===== config.mk =====
export PLATFORM = sky130hd
export DESIGN_NAME = imm_dec_ctrl
export DESIGN_NICKNAME = d
export VERILOG_FILES = /design/src/rtl/imm_dec_ctrl.sv
export SDC_FILE = /design/constraint.sdc
export NUM_CORES = 1
export LEC_CHECK = 0
export BUFFER_PORTS_ARGS = -buffer_cell sky130_fd_sc_hd__buf_2
export CAP_MARGIN = 20
export CORE_AREA = 4 4 234 144
export DETAILED_ROUTE_END_ITERATION = 8
export DIE_AREA = 0 0 238 148
export MAX_ROUTING_LAYER = met4
export SYNTH_ARGS = -nofsm -noshare
export SYNTH_HDL_FRONTEND = slang
export SYNTH_SLANG_ARGS = --single-unit

===== constraint.sdc =====
create_clock -name clk -period 2 [get_ports clk]
set_input_delay 0.3 -clock clk [delete_from_list [all_inputs] [get_ports clk]]
set_output_delay 0.3 -clock clk [all_outputs]
set_load 0.02 [all_outputs]

===== src/rtl/imm_dec_ctrl.sv =====
// Decode front end: classifies the opcode, generates the immediate and buffers
// {pc, inst, imm, imm_sel} in a 2-entry skid FIFO. Optional macro: IMM_ILLEGAL_CHK_EN.
module imm_dec_ctrl #(
  parameter int unsigned XLEN  = 64,
  parameter int unsigned DEPTH = 2
) (
  input  logic            clk,
  input  logic            rst_n,
  input  logic            flush,
  input  logic            in_valid,
  output logic            in_ready,
  input  logic [XLEN-1:0] in_pc,
  input  logic [31:0]     in_inst,
  output logic            out_valid,
  input  logic            out_ready,
  output logic [XLEN-1:0] out_pc,
  output logic [31:0]     out_inst,
  output logic [XLEN-1:0] out_imm,
  output logic [2:0]      out_imm_sel,
  output logic            out_illegal
);

  localparam int unsigned SEL_W = 3;

  typedef enum logic [1:0] {
    ST_EMPTY = 2'd0,
    ST_ONE   = 2'd1,
    ST_FULL  = 2'd2
  } state_e;

  state_e state_q, state_d;
  logic   wr_ptr_q, wr_ptr_d;
  logic   rd_ptr_q, rd_ptr_d;
  logic   in_ready_q, out_valid_q;
  logic   push_c, pop_c;

  logic [XLEN-1:0]  pc_q   [DEPTH];
  logic [31:0]      inst_q [DEPTH];
  logic [XLEN-1:0]  imm_q  [DEPTH];
  logic [SEL_W-1:0] sel_q  [DEPTH];

  logic [XLEN-1:0]  imm_c;
  logic [SEL_W-1:0] sel_c;

  // Opcode classification and sign-extended immediate for the incoming word
  always_comb begin
    sel_c = 3'b000;
    imm_c = '0;
    unique case (in_inst[6:0])
      7'b0000011, 7'b0010011, 7'b0011011, 7'b1100111, 7'b1110011: begin
        sel_c = 3'b001;
        imm_c = {{(XLEN-12){in_inst[31]}}, in_inst[31:20]};
      end
      7'b0110111, 7'b0010111: begin
        sel_c = 3'b010;
        imm_c = {{(XLEN-32){in_inst[31]}}, in_inst[31:12], 12'b0};
      end
      7'b1100011: begin
        sel_c = 3'b011;
        imm_c = {{(XLEN-13){in_inst[31]}}, in_inst[31], in_inst[7],
                 in_inst[30:25], in_inst[11:8], 1'b0};
      end
      7'b1101111: begin
        sel_c = 3'b100;
        imm_c = {{(XLEN-21){in_inst[31]}}, in_inst[31], in_inst[19:12],
                 in_inst[20], in_inst[30:21], 1'b0};
      end
      7'b0100011: begin
        sel_c = 3'b101;
        imm_c = {{(XLEN-12){in_inst[31]}}, in_inst[31:25], in_inst[11:7]};
      end
      default: begin
        sel_c = 3'b000;
        imm_c = '0;
      end
    endcase
  end

  assign push_c = in_valid & in_ready_q & ~flush;
  assign pop_c  = out_valid_q & out_ready & ~flush;

  always_ff @(posedge clk or negedge rst_n) begin
    if (!rst_n) begin
      state_q     <= ST_EMPTY;
      wr_ptr_q    <= 1'b0;
      rd_ptr_q    <= 1'b0;
      in_ready_q  <= 1'b1;
      out_valid_q <= 1'b0;
    end else begin
      state_q     <= state_d;
      wr_ptr_q    <= wr_ptr_d;
      rd_ptr_q    <= rd_ptr_d;
      in_ready_q  <= (state_d != ST_FULL);
      out_valid_q <= (state_d != ST_EMPTY);
    end
  end

  // Occupancy FSM; flush overrides everything and realigns both pointers
  always_comb begin
    state_d  = state_q;
    wr_ptr_d = wr_ptr_q;
    rd_ptr_d = rd_ptr_q;
    unique case (state_q)
      ST_EMPTY: if (push_c) state_d = ST_ONE;
      ST_ONE: begin
        if (push_c && !pop_c)      state_d = ST_FULL;
        else if (pop_c && !push_c) state_d = ST_EMPTY;
      end
      ST_FULL:  if (pop_c) state_d = ST_ONE;
      default:  state_d = ST_EMPTY;
    endcase
    if (push_c) wr_ptr_d = ~wr_ptr_q;
    if (pop_c)  rd_ptr_d = ~rd_ptr_q;
    if (flush) begin
      state_d  = ST_EMPTY;
      wr_ptr_d = 1'b0;
      rd_ptr_d = 1'b0;
    end
  end

  always_ff @(posedge clk or negedge rst_n) begin
    if (!rst_n) begin
      for (int i = 0; i < int'(DEPTH); i++) begin
        pc_q[i]   <= '0;
        inst_q[i] <= '0;
        imm_q[i]  <= '0;
        sel_q[i]  <= '0;
      end
    end else if (push_c) begin
      pc_q[wr_ptr_q]   <= in_pc;
      inst_q[wr_ptr_q] <= in_inst;
      imm_q[wr_ptr_q]  <= imm_c;
      sel_q[wr_ptr_q]  <= sel_c;
    end
  end

`ifdef IMM_ILLEGAL_CHK_EN
  logic ill_q [DEPTH];
  logic ill_c;

  // Only R-type opcodes are legal among those without an immediate
  assign ill_c = (sel_c == 3'b000) &&
                 (in_inst[6:0] != 7'b0110011) && (in_inst[6:0] != 7'b0111011);

  always_ff @(posedge clk or negedge rst_n) begin
    if (!rst_n) begin
      for (int i = 0; i < int'(DEPTH); i++) ill_q[i] <= 1'b0;
    end else if (push_c) begin
      ill_q[wr_ptr_q] <= ill_c;
    end
  end

  assign out_illegal = ill_q[rd_ptr_q];
`else
  assign out_illegal = 1'b0;
`endif

  assign in_ready    = in_ready_q;
  assign out_valid   = out_valid_q;
  assign out_pc      = pc_q[rd_ptr_q];
  assign out_inst    = inst_q[rd_ptr_q];
  assign out_imm     = imm_q[rd_ptr_q];
  assign out_imm_sel = sel_q[rd_ptr_q];

endmodule


==> flow_metrics.env <==
export IMPL_worst_clock_skew_ps=9.26
export IMPL_clk_latency_ps=540
export IMPL_worst_pin_slew_ps=668
export IMPL_hold_viol_final=0
export IMPL_synth_cells=1334
export IMPL_synthFlopType="dfrtp_1"
export IMPL_fin_hold_ws_ps=49.4
export IMPL_wire_per_inst_um=18.1
export IMPL_die_y_um=148
export IMPL_syn_area_mm2=0.0125
export IMPL_finalNetCount=1742
export IMPL_hp_class="in2reg"
export IMPL_dp_cells=1939
export IMPL_cp_end_kind="output port"
export IMPL_critPathMaxStageDelay_ps=480
export IMPL_violations="negative setup slack"
export IMPL_drc_errors=0
export IMPL_finalNonFillerCells=2075
export IMPL_root_buffer="clkbuf_16"
export IMPL_crit_path_top_delay_cell="dfrtp_4"
export IMPL_gr_total_overflow=0
export IMPL_cts_buffer_depth=3
export IMPL_grt_pass1_vias=10600
export IMPL_grt_pass1_wl_um=59400
export IMPL_postRouteAntennaNets=0
export IMPL_worstPathCellList="buf_12, buf_12, buf_16, mux2_4, buf_6"
export IMPL_setup_ws_ps=-223
export IMPL_drive_gt1_frac=0.317
export IMPL_timing_fmax_mhz=450
export IMPL_initial_utilization=0.400
export IMPL_gp_congestion=0.831
export IMPL_dpl_hpwl_um=23500
export IMPL_multi_input_area_mm2=0.00515
export IMPL_p_leak_nw=8.35
export IMPL_cts_sinks=268
export IMPL_syn_to_final_growth_pct=33.6
export IMPL_startpoint_type="flop"
export IMPL_crit_buf_inv=4
export IMPL_fillCellCount=2772
export IMPL_first_iter_violations=727
export IMPL_slew_headroom=0.554
export IMPL_synthTopCellsByArea="dfrtp_1 (54%), nand2_1 (17%), mux2_2 (12%), a31oi_1 (2.0%), buf_4 (2.0%)"
export IMPL_fp_row_count=50
export IMPL_synth_warnings=0
export IMPL_dr_pass1_iters=5
export IMPL_cp_required_ps=1700
export IMPL_timing_final_max_slew_violations=0
export IMPL_placed_area_mm2=0.0143
export IMPL_dr_total_vias=10400
export IMPL_dieArea_mm2=0.0352
export IMPL_status="complete, but fails checks"
export IMPL_critPathTopFamily="buffers and inverters"
export IMPL_via_per_inst=5.03
export IMPL_vdd_drop_max_v=0.000629
export IMPL_area_sequential_mm2=0.00671
export IMPL_final_area_mm2=0.0167
export IMPL_htreeDepth=1
export IMPL_synth_area_leader_cell="dfrtp_1"
export IMPL_crit_type="reg2out"
export IMPL_wl_um=37500
export IMPL_grt_usage=0.213
export IMPL_setup_violations_final=163
export IMPL_seq_area_frac_synth=0.537
export IMPL_ys_types=49
export IMPL_crit_top_cell="buf_12"
export IMPL_rsz0062_at_grt="yes"
export IMPL_crit_fanout=7
export IMPL_period_needed_ps=2220
export IMPL_synth_avg_cell_area_um2=9.36
export IMPL_clkTransAtPathRegs_ps=60
export IMPL_powerDensity_mw_per_mm2=1190
export IMPL_min_period_over_period=1.11
export IMPL_worst_ep_arrival_time_ps=1920
export IMPL_ios=267
export IMPL_io_buffers=265
export IMPL_antenna_found_initial=1
export IMPL_syn_num_nets=1435
export IMPL_core_area_mm2=0.0312
export IMPL_yosysTopAreaCellShare=0.535
export IMPL_cap_violations=0
export IMPL_die_x_um=238
export IMPL_ys_ff_latch=268
export IMPL_async_flop_share=1.00
export IMPL_synth_edf_count=0
export IMPL_grt_max_degree=82
export IMPL_numCtsBuffers=28
export IMPL_tritoncts="built"
[cell usage in the layout (no fill, tap or decap), types with 2 or more instances in the layout]
cell type / synthesis / layout
nand2_1: 557 / 557
dfrtp_1: 267 / 266
buf_2: 37 / 198
mux2_2: 131 / 122
dlygate4sd3_1: 0 / 73
buf_6: 4 / 59
nor2_1: 47 / 47
a31oi_1: 40 / 40
o21ai_0: 38 / 38
buf_4: 33 / 33
clkbuf_16: 0 / 32
o22ai_1: 31 / 31
buf_12: 0 / 25
inv_1: 15 / 15
a21oi_1: 13 / 13
mux2_4: 0 / 11
nor3_1: 11 / 11
o31ai_2: 10 / 10
clkbuf_8: 0 / 6
nand2b_1: 5 / 5
clkbuf_1: 39 / 5
nand4b_1: 4 / 4
nand3_1: 4 / 4
clkinv_2: 0 / 4
buf_16: 0 / 4
xor2_1: 3 / 3
o31ai_1: 3 / 3
o21ai_1: 3 / 3
or3b_1: 2 / 2
a21oi_4: 1 / 2
or3b_2: 2 / 2
a22o_1: 2 / 2
[through the flow]
| step | setup slack [ps] | util | setup TNS, ps | power [mW] |
|---|---|---|---|---|
| floorplan | 69.2 | - | 0 | 12.0 |
| detailed placement | 154 | 0.459 | 0 | 13.9 |
| global placement | 195 | 0.459 | 0 | 13.7 |
| CTS | -250 | 0.529 | -32440 | 20.0 |
| global route | -277 | 0.534 | -36890 | 21.1 |
| finish | -223 | 0.534 | -26790 | 19.9 |
[Yosys cell counts, types with 2 or more instances]
cell / n
dfrtp_1: 267
a22o_1: 2
inv_1: 15
buf_4: 33
clkbuf_1: 39
o31ai_1: 3
a21oi_2: 2
nand2b_1: 5
or3b_1: 2
nand4b_1: 4
nand2_1: 557
mux2_2: 131
buf_2: 37
o22ai_1: 31
a21oi_1: 13
o31ai_2: 10
nor3_1: 11
nand3_1: 4
or3b_2: 2
xor2_1: 3
nor2_1: 47
a31oi_1: 40
buf_6: 4
buf_1: 8
o21ai_1: 3
o21ai_0: 38
[final timing paths]
path | from | endpoint | slack, ps | depth (start not counted)
max | rd_ptr_q | out_pc[51] | -220 | 5
min | in_inst[9] | inst_q[9] | 50 | 3
max reg2reg | in_ready | imm_q[70] | 150 | 4
min reg2reg | pc_q[8] | pc_q[8] | 470 | 2
max in group asynchronous | rst_n | pc_q[103] | 990 | 3
min in group asynchronous | rst_n | imm_q[6] | 300 | 2
[what timing repair did]
item                                    4_1_cts  5_1_grt
hold buffers                                 73        0
buffers inserted                              7        1
hold endpoints to repair                    195        0
endpoints found under the setup margin      163      164
pin swaps                                     0        0
gates cloned                                  5        3
gates resized for setup                     121       23
[per-layer routing]
metal / global-route usage / share of wire / routed length (um)
met1: 0.304 / 0.46 / 17400
met2: 0.318 / 0.45 / 16800
met3: 0.0487 / 0.071 / 2680
met4: 0.0374 / 0.017 / 633
met5: - / 0 / 0
[where the power goes]
part,leakage [nW],internal [mW],switching (mW),total (mW)
Clock,0.441,2.98,2.17,5.15
Sequential,3.35,6.99,0.840,7.83
Combinational,4.55,3.11,3.81,6.92
[kinds of logic after synthesis]
logic type,count (synthesis),synth area share
AO/OA/AOI/OAI,152,0.0804
other,1,0.000300
XOR/XNOR,3,0.00211
AND/OR/NAND/NOR,643,0.205
multiplexers,131,0.118
flip-flops,268,0.537
buffers and inverters,136,0.0569
[worst reg2reg max path, cell delays in order, from the launching register on]
cell	delay (ps)
dfstp_2	570
nand2_1	170
or3_4	450
buf_12	240
o31ai_2	320
[area by class of cell]
type	instances	share of cell area
Clock buffer	40	0.0496
Clock inverter	7	0.00398
Inverter	15	0.00338
Tap cell	416	0.0312
Multi-Input combinational cell	932	0.309
Timing Repair Buffer	396	0.200
Antenna cell	1	0.000150
Sequential cell	268	0.403
[flip-flops by register name (all words and copies together) (netlist names)]
signal and count:
out_valid 1, sel_q 6, imm_q 64, state_q 2, wr_ptr_q 1, rd_ptr_q 1, in_ready 1, pc_q 128
inst_q 64
Note: power is estimated with default switching activity, not from simulation.
